$ cat src/rtl/video_pkt_pkg.sv
// Shared constants and types for the camera/UDP video packet path.
// The transmit-side packer uses the same header and resolution limits.
package video_pkt_pkg;

    localparam logic [31:0] IMG_FRAME_HEAD = 32'hF05AA50F;
    localparam logic [15:0] MAX_H_PIXEL    = 16'd640;
    localparam logic [15:0] MAX_V_PIXEL    = 16'd480;
    localparam logic [7:0]  VS_CYCLES      = 8'd16;
    localparam logic [7:0]  H_BLANK        = 8'd4;

    typedef enum logic [2:0] {
        ST_HUNT,
        ST_RES,
        ST_VS,
        ST_PIX,
        ST_BLANK
    } depkt_state_t;

    // H must be even so that every line ends on the second pixel of a word.
    function automatic logic res_valid(input logic [31:0] w);
        logic [15:0] h;
        logic [15:0] v;
        h = w[31:16];
        v = w[15:0];
        return (h != '0) && !h[0] && (h <= MAX_H_PIXEL) &&
               (v != '0) && (v <= MAX_V_PIXEL);
    endfunction

endpackage

$ cat src/rtl/pkt_word_unpack.sv
// Splits a 32-bit packed word into two byte-swapped RGB565 pixels.
// ph=0 presents pixel A from the live word; ph=1 presents pixel B from the held half.
module pkt_word_unpack (
    input  logic        cam_pclk,
    input  logic        rst_n,
    input  logic        clr,
    input  logic        load,
    input  logic        advance,
    input  logic [31:0] in_data,
    output logic        ph,
    output logic [15:0] pix
);

    logic [15:0] hold;

    always_ff @(posedge cam_pclk or negedge rst_n) begin
        if (!rst_n) begin
            ph   <= 1'b0;
            hold <= '0;
        end else if (clr) begin
            ph   <= 1'b0;
        end else if (load) begin
            ph   <= 1'b1;
            hold <= in_data[15:0];
        end else if (advance) begin
            ph   <= 1'b0;
        end
    end

    always_comb begin
        if (ph)
            pix = {hold[7:0], hold[15:8]};
        else
            pix = {in_data[23:16], in_data[31:24]};
    end

endmodule

$ cat src/rtl/img_data_depkt.sv
// Frame de-packetizer: hunts for the frame header, parses resolution and
// emits a camera-style pixel stream with vsync and line blanking.
module img_data_depkt
    import video_pkt_pkg::*;
(
    input  logic        cam_pclk,
    input  logic        rst_n,
    input  logic        rx_enable,
    input  logic        in_valid,
    input  logic [31:0] in_data,
    output logic        in_ready,
    output logic        img_vsync,
    output logic        img_data_en,
    output logic [15:0] img_data,
    output logic [15:0] img_h_pixel,
    output logic [15:0] img_v_pixel,
    output logic        frame_done,
    output logic        frame_err
);

    depkt_state_t state, state_nxt;
    logic [15:0]  x, x_nxt;
    logic [15:0]  y, y_nxt;
    logic [7:0]   cnt, cnt_nxt;
    logic         vsync_nxt, en_nxt, done_nxt, err_nxt;
    logic [15:0]  data_nxt, h_nxt, v_nxt;
    logic         ph, unpack_clr, unpack_load, unpack_adv;
    logic [15:0]  pix;
    logic         accept, is_head, emit;

    pkt_word_unpack u_unpack (
        .cam_pclk (cam_pclk),
        .rst_n    (rst_n),
        .clr      (unpack_clr),
        .load     (unpack_load),
        .advance  (unpack_adv),
        .in_data  (in_data),
        .ph       (ph),
        .pix      (pix)
    );

    always_comb begin
        in_ready = rx_enable &&
                   ((state == ST_HUNT) || (state == ST_RES) || ((state == ST_PIX) && !ph));
    end

    assign accept  = in_valid && in_ready;
    assign is_head = (in_data == IMG_FRAME_HEAD);
    assign emit    = (state == ST_PIX) && (ph || accept);

    always_comb begin
        state_nxt   = state;
        x_nxt       = x;
        y_nxt       = y;
        cnt_nxt     = cnt;
        vsync_nxt   = 1'b0;
        en_nxt      = 1'b0;
        done_nxt    = 1'b0;
        err_nxt     = 1'b0;
        data_nxt    = img_data;
        h_nxt       = img_h_pixel;
        v_nxt       = img_v_pixel;
        unpack_clr  = 1'b0;
        unpack_load = 1'b0;
        unpack_adv  = 1'b0;

        if (!rx_enable) begin
            state_nxt  = ST_HUNT;
            x_nxt      = '0;
            y_nxt      = '0;
            cnt_nxt    = '0;
            data_nxt   = '0;
            unpack_clr = 1'b1;
        end else begin
            case (state)
                ST_HUNT: begin
                    if (accept && is_head)
                        state_nxt = ST_RES;
                end
                ST_RES: begin
                    // A repeated header simply re-arms RES.
                    if (accept && !is_head) begin
                        if (res_valid(in_data)) begin
                            h_nxt     = in_data[31:16];
                            v_nxt     = in_data[15:0];
                            state_nxt = ST_VS;
                            cnt_nxt   = '0;
                            vsync_nxt = 1'b1;
                        end else begin
                            err_nxt   = 1'b1;
                            state_nxt = ST_HUNT;
                        end
                    end
                end
                ST_VS: begin
                    vsync_nxt = 1'b1;
                    cnt_nxt   = cnt + 8'd1;
                    if (cnt == VS_CYCLES - 8'd1) begin
                        vsync_nxt  = 1'b0;
                        cnt_nxt    = '0;
                        x_nxt      = '0;
                        y_nxt      = '0;
                        unpack_clr = 1'b1;
                        state_nxt  = ST_PIX;
                    end
                end
                ST_PIX: begin
                    if (emit) begin
                        en_nxt      = 1'b1;
                        data_nxt    = pix;
                        unpack_load = !ph;
                        unpack_adv  = ph;
                        if (x == img_h_pixel - 16'd1) begin
                            x_nxt = '0;
                            if (y == img_v_pixel - 16'd1) begin
                                y_nxt     = '0;
                                done_nxt  = 1'b1;
                                state_nxt = ST_HUNT;
                            end else begin
                                y_nxt     = y + 16'd1;
                                cnt_nxt   = '0;
                                state_nxt = ST_BLANK;
                            end
                        end else begin
                            x_nxt = x + 16'd1;
                        end
                    end
                end
                ST_BLANK: begin
                    cnt_nxt = cnt + 8'd1;
                    if (cnt == H_BLANK - 8'd1) begin
                        cnt_nxt   = '0;
                        state_nxt = ST_PIX;
                    end
                end
                default: state_nxt = ST_HUNT;
            endcase
        end
    end

    always_ff @(posedge cam_pclk or negedge rst_n) begin
        if (!rst_n) begin
            state       <= ST_HUNT;
            x           <= '0;
            y           <= '0;
            cnt         <= '0;
            img_vsync   <= 1'b0;
            img_data_en <= 1'b0;
            img_data    <= '0;
            img_h_pixel <= '0;
            img_v_pixel <= '0;
            frame_done  <= 1'b0;
            frame_err   <= 1'b0;
        end else begin
            state       <= state_nxt;
            x           <= x_nxt;
            y           <= y_nxt;
            cnt         <= cnt_nxt;
            img_vsync   <= vsync_nxt;
            img_data_en <= en_nxt;
            img_data    <= data_nxt;
            img_h_pixel <= h_nxt;
            img_v_pixel <= v_nxt;
            frame_done  <= done_nxt;
            frame_err   <= err_nxt;
        end
    end

endmodule

$ cat config.mk
export PLATFORM = sky130hd
export DESIGN_NAME = img_data_depkt
export DESIGN_NICKNAME = d
export VERILOG_FILES = /design/src/rtl/video_pkt_pkg.sv /design/src/rtl/pkt_word_unpack.sv /design/src/rtl/img_data_depkt.sv
export SDC_FILE = /design/constraint.sdc
export NUM_CORES = 1
export LEC_CHECK = 0
export ABC_CLOCK_PERIOD_IN_PS = 7840
export BUFFER_PORTS_ARGS = -buffer_cell sky130_fd_sc_hd__buf_4
export CAP_MARGIN = 20
export CORE_MARGIN = 4
export CORE_UTILIZATION = 50
export CTS_BUF_LIST = sky130_fd_sc_hd__clkbuf_16
export CTS_CLUSTER_SIZE = 10
export DETAILED_ROUTE_END_ITERATION = 7
export GPL_TIMING_DRIVEN = 0
export PLACE_DENSITY = 0.71
export SKIP_LAST_GASP = 1
export SLEW_MARGIN = 20
export SYNTH_ARGS = -nofsm -noshare
export SYNTH_HDL_FRONTEND = slang
export SYNTH_HIERARCHICAL = 1
export SYNTH_SLANG_ARGS = --single-unit
$ cat constraint.sdc
create_clock -name cam_pclk -period 7.84 [get_ports cam_pclk]
set_input_delay 0.784 -clock cam_pclk [delete_from_list [all_inputs] [get_ports cam_pclk]]
set_output_delay 0.784 -clock cam_pclk [all_outputs]
set_load 0.02 [all_outputs]
## After elaboration in Yosys (flattened, before gate mapping)

Index checks and enable logic that the tools add are counted.

- Register bits: 112
- Logic and storage cells: 131

- Add/sub/neg operators: 5
- Magnitude comparators: 2
- Equality and inequality tests: 21
- Multiplexer cells: 62
- Bitwise gates (word level): 1
- Reduce and logical (&&, ||, !) cells: 27

Operator list:

| kind | count |
|---|---|
| 16-bit two-way mux | 12 |
| 8-bit two-way mux | 8 |
| 16-bit case mux with 2 select lines | 2 |
| 16-bit by 1-bit adder with 16-bit output, second input constant | 2 |
| 16-bit == test | 2 |
| 32-bit == test, second input constant | 1 |
| 8-bit case mux with 4 select lines | 1 |
| 16-bit nonzero test | 2 |
| 16-bit by 1-bit subtractor with 16-bit output, second input constant | 2 |
| 1-bit two-way mux | 28 |
| 3-bit two-way mux | 8 |
| 16-bit by 10-bit less-or-equal comparator with 1-bit output, second input constant | 1 |
| 16-bit by 9-bit less-or-equal comparator with 1-bit output, second input constant | 1 |
| 3-bit case mux with 5 select lines | 1 |
| 3-bit by 2-bit != test with 1-bit output, second input constant | 4 |
| 3-bit != test, second input constant | 4 |
| 6-bit AND reduction | 2 |
| 1-bit logical AND | 10 |
| 8-bit by 1-bit adder with 8-bit output, second input constant | 1 |
| 8-bit by 2-bit == test with 1-bit output, second input constant | 1 |
| 8-bit by 4-bit == test with 1-bit output, second input constant | 1 |
| 4-bit AND reduction | 2 |
| 3-bit by 2-bit == test with 1-bit output, second input constant | 2 |
| 5-bit by 1-bit != test with 1-bit output, second input constant | 1 |
| 13 further kinds | 19 |

## Longest topological paths before layout

- Depth in word-level cells: 13
- Mapped depth: 11

## Modules after synthesis

Netlist, hierarchy kept.

By module, submodules not included:

| module | times used | cells each | area an instance (um^2) | seq. area each (um^2) |
|---|---|---|---|---|
| img_data_depkt | 1 | 610 | 5728.0 | 2377.3 |
| pkt_word_unpack | 1 | 57 | 895.9 | 425.4 |

## Worst setup path after synthesis

OpenSTA, ideal clock, no wires.

- Path kind: reg2reg
- Start: register img_v_pixel[0]
- End: register y[10]
- Arrival time: 3055 ps
- Slack: 4658 ps
- Cell stages (with the launch flop): 11
- Path buffers: 1
- Period minus slack after synthesis: 3182 ps
- Cells stage by stage: dfrtp_1 -> inv_1 -> ha_1 -> buf_2 -> or4b_2 -> o211a_1 -> or4b_2 -> and4bb_2 -> a21oi_2 -> nor2_2 -> nor2_1

- Longest elaborated chain between the ends: 7

RTL lines:

| element | line | RTL |
|---|---|---|
| start, declared | img_data_depkt.sv:16 | `output logic [15:0] img_v_pixel,` |
| start signal, assigned | img_data_depkt.sv:163 | `img_v_pixel <= v_nxt;` |
| 16-bit by 1-bit subtractor with 16-bit output | img_data_depkt.sv:115 | `if (y == img_v_pixel - 16'd1) begin` |
| 16-bit == test | img_data_depkt.sv:115 |  |
| 16-bit two-way mux | img_data_depkt.sv:115 |  |
| 16-bit two-way mux | img_data_depkt.sv:113 | `if (x == img_h_pixel - 16'd1) begin` |
| 16-bit two-way mux | img_data_depkt.sv:108 | `if (emit) begin` |
| 16-bit case mux with 2 select lines | img_data_depkt.sv:75 | `case (state)` |
| 16-bit two-way mux | img_data_depkt.sv:67 | `if (!rx_enable) begin` |
| end signal, assigned | img_data_depkt.sv:157 | `y <= y_nxt;` |
| end, declared | img_data_depkt.sv:23 | `logic [15:0] y, y_nxt;` |

Every way passes these cells. The select of a mux whose other input is x is not followed.
A chain may end at the register's enable or synchronous reset.

## Worst setup path after layout

- Start: register img_v_pixel[0]
- End: register y[2]

The elaborated chain is that of the path after synthesis.

==> key figures <==
Synthesis
  • Yosys warning total: 6
  • Proportion of register bits with asynchronous set or reset after synthesis: 1.00
  • Proportion of synthesized area in mux cells: 0.0986
  • Sequential-to-total area share from yosys stat: 0.423
  • Area of the mapped netlist: 0.00662 mm2
  • Main combinational cell family by area after synthesis: simple AND/OR/NAND/NOR gates
  • Post-synthesis cell type with the largest combined area: sky130_fd_sc_hd__dfrtp_1
  • Adder and majority cell fraction of the synthesized area: 0.00944
  • Total of flip-flops plus latches after synthesis: 112
  • Ranking of synthesized cells by instance count: 112 x sky130_fd_sc_hd__dfrtp_1, 52 x sky130_fd_sc_hd__nor2_1, 42 x sky130_fd_sc_hd__mux2_2
  • Gate count after technology mapping: 667
  • Share of the synthesized netlist area taken by xor and xnor gates: 0.0714
  • Synthesized area per cell: 9.93 um2
  • Top cells by area in the synthesized netlist: sky130_fd_sc_hd__dfrtp_1 42%, sky130_fd_sc_hd__mux2_2 7.1%, sky130_fd_sc_hd__xnor2_1 4.2%
  • Prevailing post-synth register cell: sky130_fd_sc_hd__dfrtp_1
  • Dominant cell by count in the synthesized netlist: sky130_fd_sc_hd__dfrtp_1
  • Post-synthesis net count: 708
  • Number of synthesized flops with an enable pin: 0
  • Area fraction in compound gates after synthesis: 0.131
  • Number of distinct standard cells referenced by the synthesized netlist: 74
  • Simple-gate portion of the synthesized area: 0.234
  • Portion of synthesized cell area occupied by the leading cell type: 0.423

Floorplan
  • Height of the die: 123 um
  • Die Footprint: 0.0152 mm2
  • Top-Level Pins: 89
  • Floorplan core area: 0.0128 mm2
  • Initial Util: 0.519
  • Die Width: 123 um
  • Number of placement rows: 41

STA
  • Least-Margin Pin Slew: 0.889 ns
  • Post-route setup TNS: 0 ns
  • Worst max-slew margin expressed relative to the limit: 0.407
  • Number of max-slew violations in the final report: 0
  • Fin crit share: 0.454
  • Number of hold violations in the final report: 0
  • Number of setup violations in the final report: 0
  • Unrepaired setup endpoints after global routing: no
  • Final period demand of the worst path: 3.56 ns
  • Final critical-path setup slack: 4.28 ns
  • Worst-case clock skew: 0.00820 ns
  • Top achievable clock speed: 0.281 GHz

Detailed routing
  • Average wire length per cell after detail routing: 18.6 um
  • Vias: 5580
  • Number of DRC violations after detailed-routing iteration 0: 512
  • Final wirelength: 17500 um
  • Detailed-route DRC error count: 0
  • Number of optimization iterations in the first detailed-route pass: 5
  • Post-route ant nets: 0
  • Via density per instance: 5.92

Finish
  • Number of nets in the finished design: 807
  • Non-Filler Cell Area, Final: 0.00777 mm2
  • Antenna cells: 0
  • Growth of design area from synthesis to finish: 17.4%
  • Number of inserted filler cells in the final layout: 1110
  • Final Util: 0.609
  • Proportion of layout cells with a drive suffix above 1: 0.243

CTS
  • Hold bufs inserted after CTS: 0
  • Post-cts resize count: 0
  • Clock latency on the worst-skew pair: 0.36 ns
  • Number of buffers created by CTS: 9
  • Total number of clock tree sinks: 112
  • H-tree level count: 3
  • Buffers inserted during post-CTS setup optimization: 0
  • Clock transition at path regs: 0.07 ns
  • Cell at the root of the clock tree: sky130_fd_sc_hd__clkbuf_16
  • Buffer depth of the longest clock path: 2
  • Clock tree from TritonCTS: built

Job
  • Number of maximum-capacitance constraint violations: 0

Placed design
  • Count of port buffers added during placement: 88
  • Routability congestion estimate: 0.974
  • Worst Setup Slack post-DPL: 4.07 ns
  • Placed wire-length estimate after detailed placement: 12900 um
  • Post-Place Cell Area: 0.00750 mm2

Power
  • Worst voltage drop across the vdd grid: 0.117 mV
  • Sw power: 251 uW
  • Power share of the combinational group: 0.054
  • Sequential fraction of design power: 0.543
  • Power Internal: 814 uW
  • Power per standard cell area: 137 mW/mm2
  • Fraction of power spent switching nets: 0.236
  • Leakage power of the design: 0.00358 uW
  • Clock network fraction of total power: 0.403

Global route
  • Grt met2 use: 0.375
  • Total grt overflow: 0
  • Met3 usage: 0.0558
  • Most utilized layer in the global route result: met2
  • Pin count of the biggest net entering global routing: 113
  • Met1 usage: 0.333
  • Overall global routing resource usage: 0.239
  • Antenna violations before repair: 0
  • Vias in the first global route: 5494
  • Wire length of the first global-routing pass: 28400 um

Setup path
  • Type of element capturing the critical path: flop
  • Biggest fanout along the worst timing path: 10
  • Type of the setup path with the least slack: reg -> reg
  • Worst path arrival time: 3.78 ns
  • Crit path required time: 8.07 ns
  • Worst Setup Start Kind: flop

Run status
  • Result of the run: finished clean

Min path
  • HP Class: reg -> reg
critical path, cell delays in order, from the launching register on:
cell,delay (ns)
sky130_fd_sc_hd__dfrtp_1,0.46
sky130_fd_sc_hd__inv_1,0.09
sky130_fd_sc_hd__ha_1,0.13
sky130_fd_sc_hd__buf_2,0.21
sky130_fd_sc_hd__or4b_2,0.64
sky130_fd_sc_hd__o211a_1,0.23
sky130_fd_sc_hd__or4b_2,0.67
sky130_fd_sc_hd__and4bb_2,0.40
sky130_fd_sc_hd__a21oi_2,0.17
sky130_fd_sc_hd__nand2_2,0.27
sky130_fd_sc_hd__o21ai_0,0.15
metal layers:
layer / wire (um) / vias to the layer above
met5: 0 / -
met4: 310 / 0
met3: 1180 / 27
met2: 8180 / 211
met1: 7820 / 2710
li1: - / 2632
sequential cells by signal, summed over array words and instances, names as in the netlist:
| register | flops |
|---|---|
| y | 16 |
| state | 3 |
| u_unpack/hold | 16 |
| img_h_pixel | 16 |
| u_unpack/ph | 1 |
| img_data | 16 |
| cnt | 8 |
| img_vsync | 1 |
| img_v_pixel | 16 |
| x | 16 |
| frame_done | 1 |
| img_data_en | 1 |
| frame_err | 1 |
power by group through the flow:
stage	registers (uW)	clock network, uW	logic [uW]
after floorplan	590	0	17.8
after global placement	590	0	56.8
after detailed placement	590	0	57.8
after CTS	578	440	58.0
after global routing	578	466	63.4
final	578	429	57.3
layout by cell type, fill, tap and decap left out, types with 3 or more instances in the layout:
cell / count
sky130_fd_sc_hd__a211oi_1: 4
sky130_fd_sc_hd__nor4_1: 13
sky130_fd_sc_hd__o31ai_1: 3
sky130_fd_sc_hd__inv_1: 20
sky130_fd_sc_hd__dfrtp_1: 112
sky130_fd_sc_hd__mux2i_1: 3
sky130_fd_sc_hd__o22ai_1: 8
sky130_fd_sc_hd__xor2_1: 22
sky130_fd_sc_hd__or4_1: 10
sky130_fd_sc_hd__and4_1: 4
sky130_fd_sc_hd__nand4_1: 15
sky130_fd_sc_hd__o21ai_0: 24
sky130_fd_sc_hd__a21oi_1: 19
sky130_fd_sc_hd__or3_1: 7
sky130_fd_sc_hd__a211o_1: 5
sky130_fd_sc_hd__o211ai_1: 5
sky130_fd_sc_hd__nor2b_1: 6
sky130_fd_sc_hd__mux2_4: 10
sky130_fd_sc_hd__buf_4: 89
sky130_fd_sc_hd__and3_1: 13
sky130_fd_sc_hd__nand3_1: 27
sky130_fd_sc_hd__clkbuf_16: 9
sky130_fd_sc_hd__xnor2_1: 32
sky130_fd_sc_hd__nand2_1: 37
sky130_fd_sc_hd__mux2_2: 42
sky130_fd_sc_hd__nor2_1: 52
sky130_fd_sc_hd__a22o_1: 18
sky130_fd_sc_hd__ha_1: 5
sky130_fd_sc_hd__o211a_1: 4
sky130_fd_sc_hd__o21a_1: 3
sky130_fd_sc_hd__or2_2: 5
sky130_fd_sc_hd__clkbuf_1: 22
sky130_fd_sc_hd__and2_1: 17
sky130_fd_sc_hd__buf_2: 3
sky130_fd_sc_hd__a21o_1: 3
sky130_fd_sc_hd__nand2b_1: 14
sky130_fd_sc_hd__nor4b_1: 4
sky130_fd_sc_hd__nor3_1: 24
sky130_fd_sc_hd__a31oi_1: 5
area by class of cell:
class                      instances  area, um2  share of cell area
timing repair buffer              88        667              0.0858
clock buffer                       9        225              0.0290
multi-input combinational        506       3600               0.463
buffer                            29        144              0.0185
tap                              172        215              0.0277
clock inverter                     6       42.5             0.00547
sequential                       112       2800               0.361
inverter                          20       75.1             0.00966
metrics by stage:
stage	power, uW	std cells	hold WS [ns]
2_1_floorplan	607	667	0.475
3_3_place_gp	646	927	0.489
3_5_place_dp	647	927	0.484
4_1_cts	1080	942	0.510
5_1_grt	1110	942	0.524
6_report	1060	942	0.506
worst paths after layout:
check | startpoint | depth (start not counted) | endpoint | slack (ns)
setup / recovery | img_v_pixel[0] | 10 | y[2] | 4.28
hold / removal | img_data[1] | 1 | img_data[1] | 0.51
setup reg to reg | img_v_pixel[0] | 10 | y[2] | 4.28
hold reg to reg | img_data[1] | 1 | img_data[1] | 0.51
max in group asynchronous | rst_n | 1 | img_data[14] | 6.69
min in group asynchronous | rst_n | 1 | img_v_pixel[13] | 0.54
cells by family after synthesis:
| kind of cell | Yosys count |
|---|---|
| muxes | 55 |
| AOI/OAI and AO/OA | 122 |
| xor gates and xnor gates | 54 |
| buffers and inverters | 49 |
| and+or+nand+nor | 270 |
| adders and majority gates | 5 |
| DFF | 112 |
(Power assumes the default switching activity.)
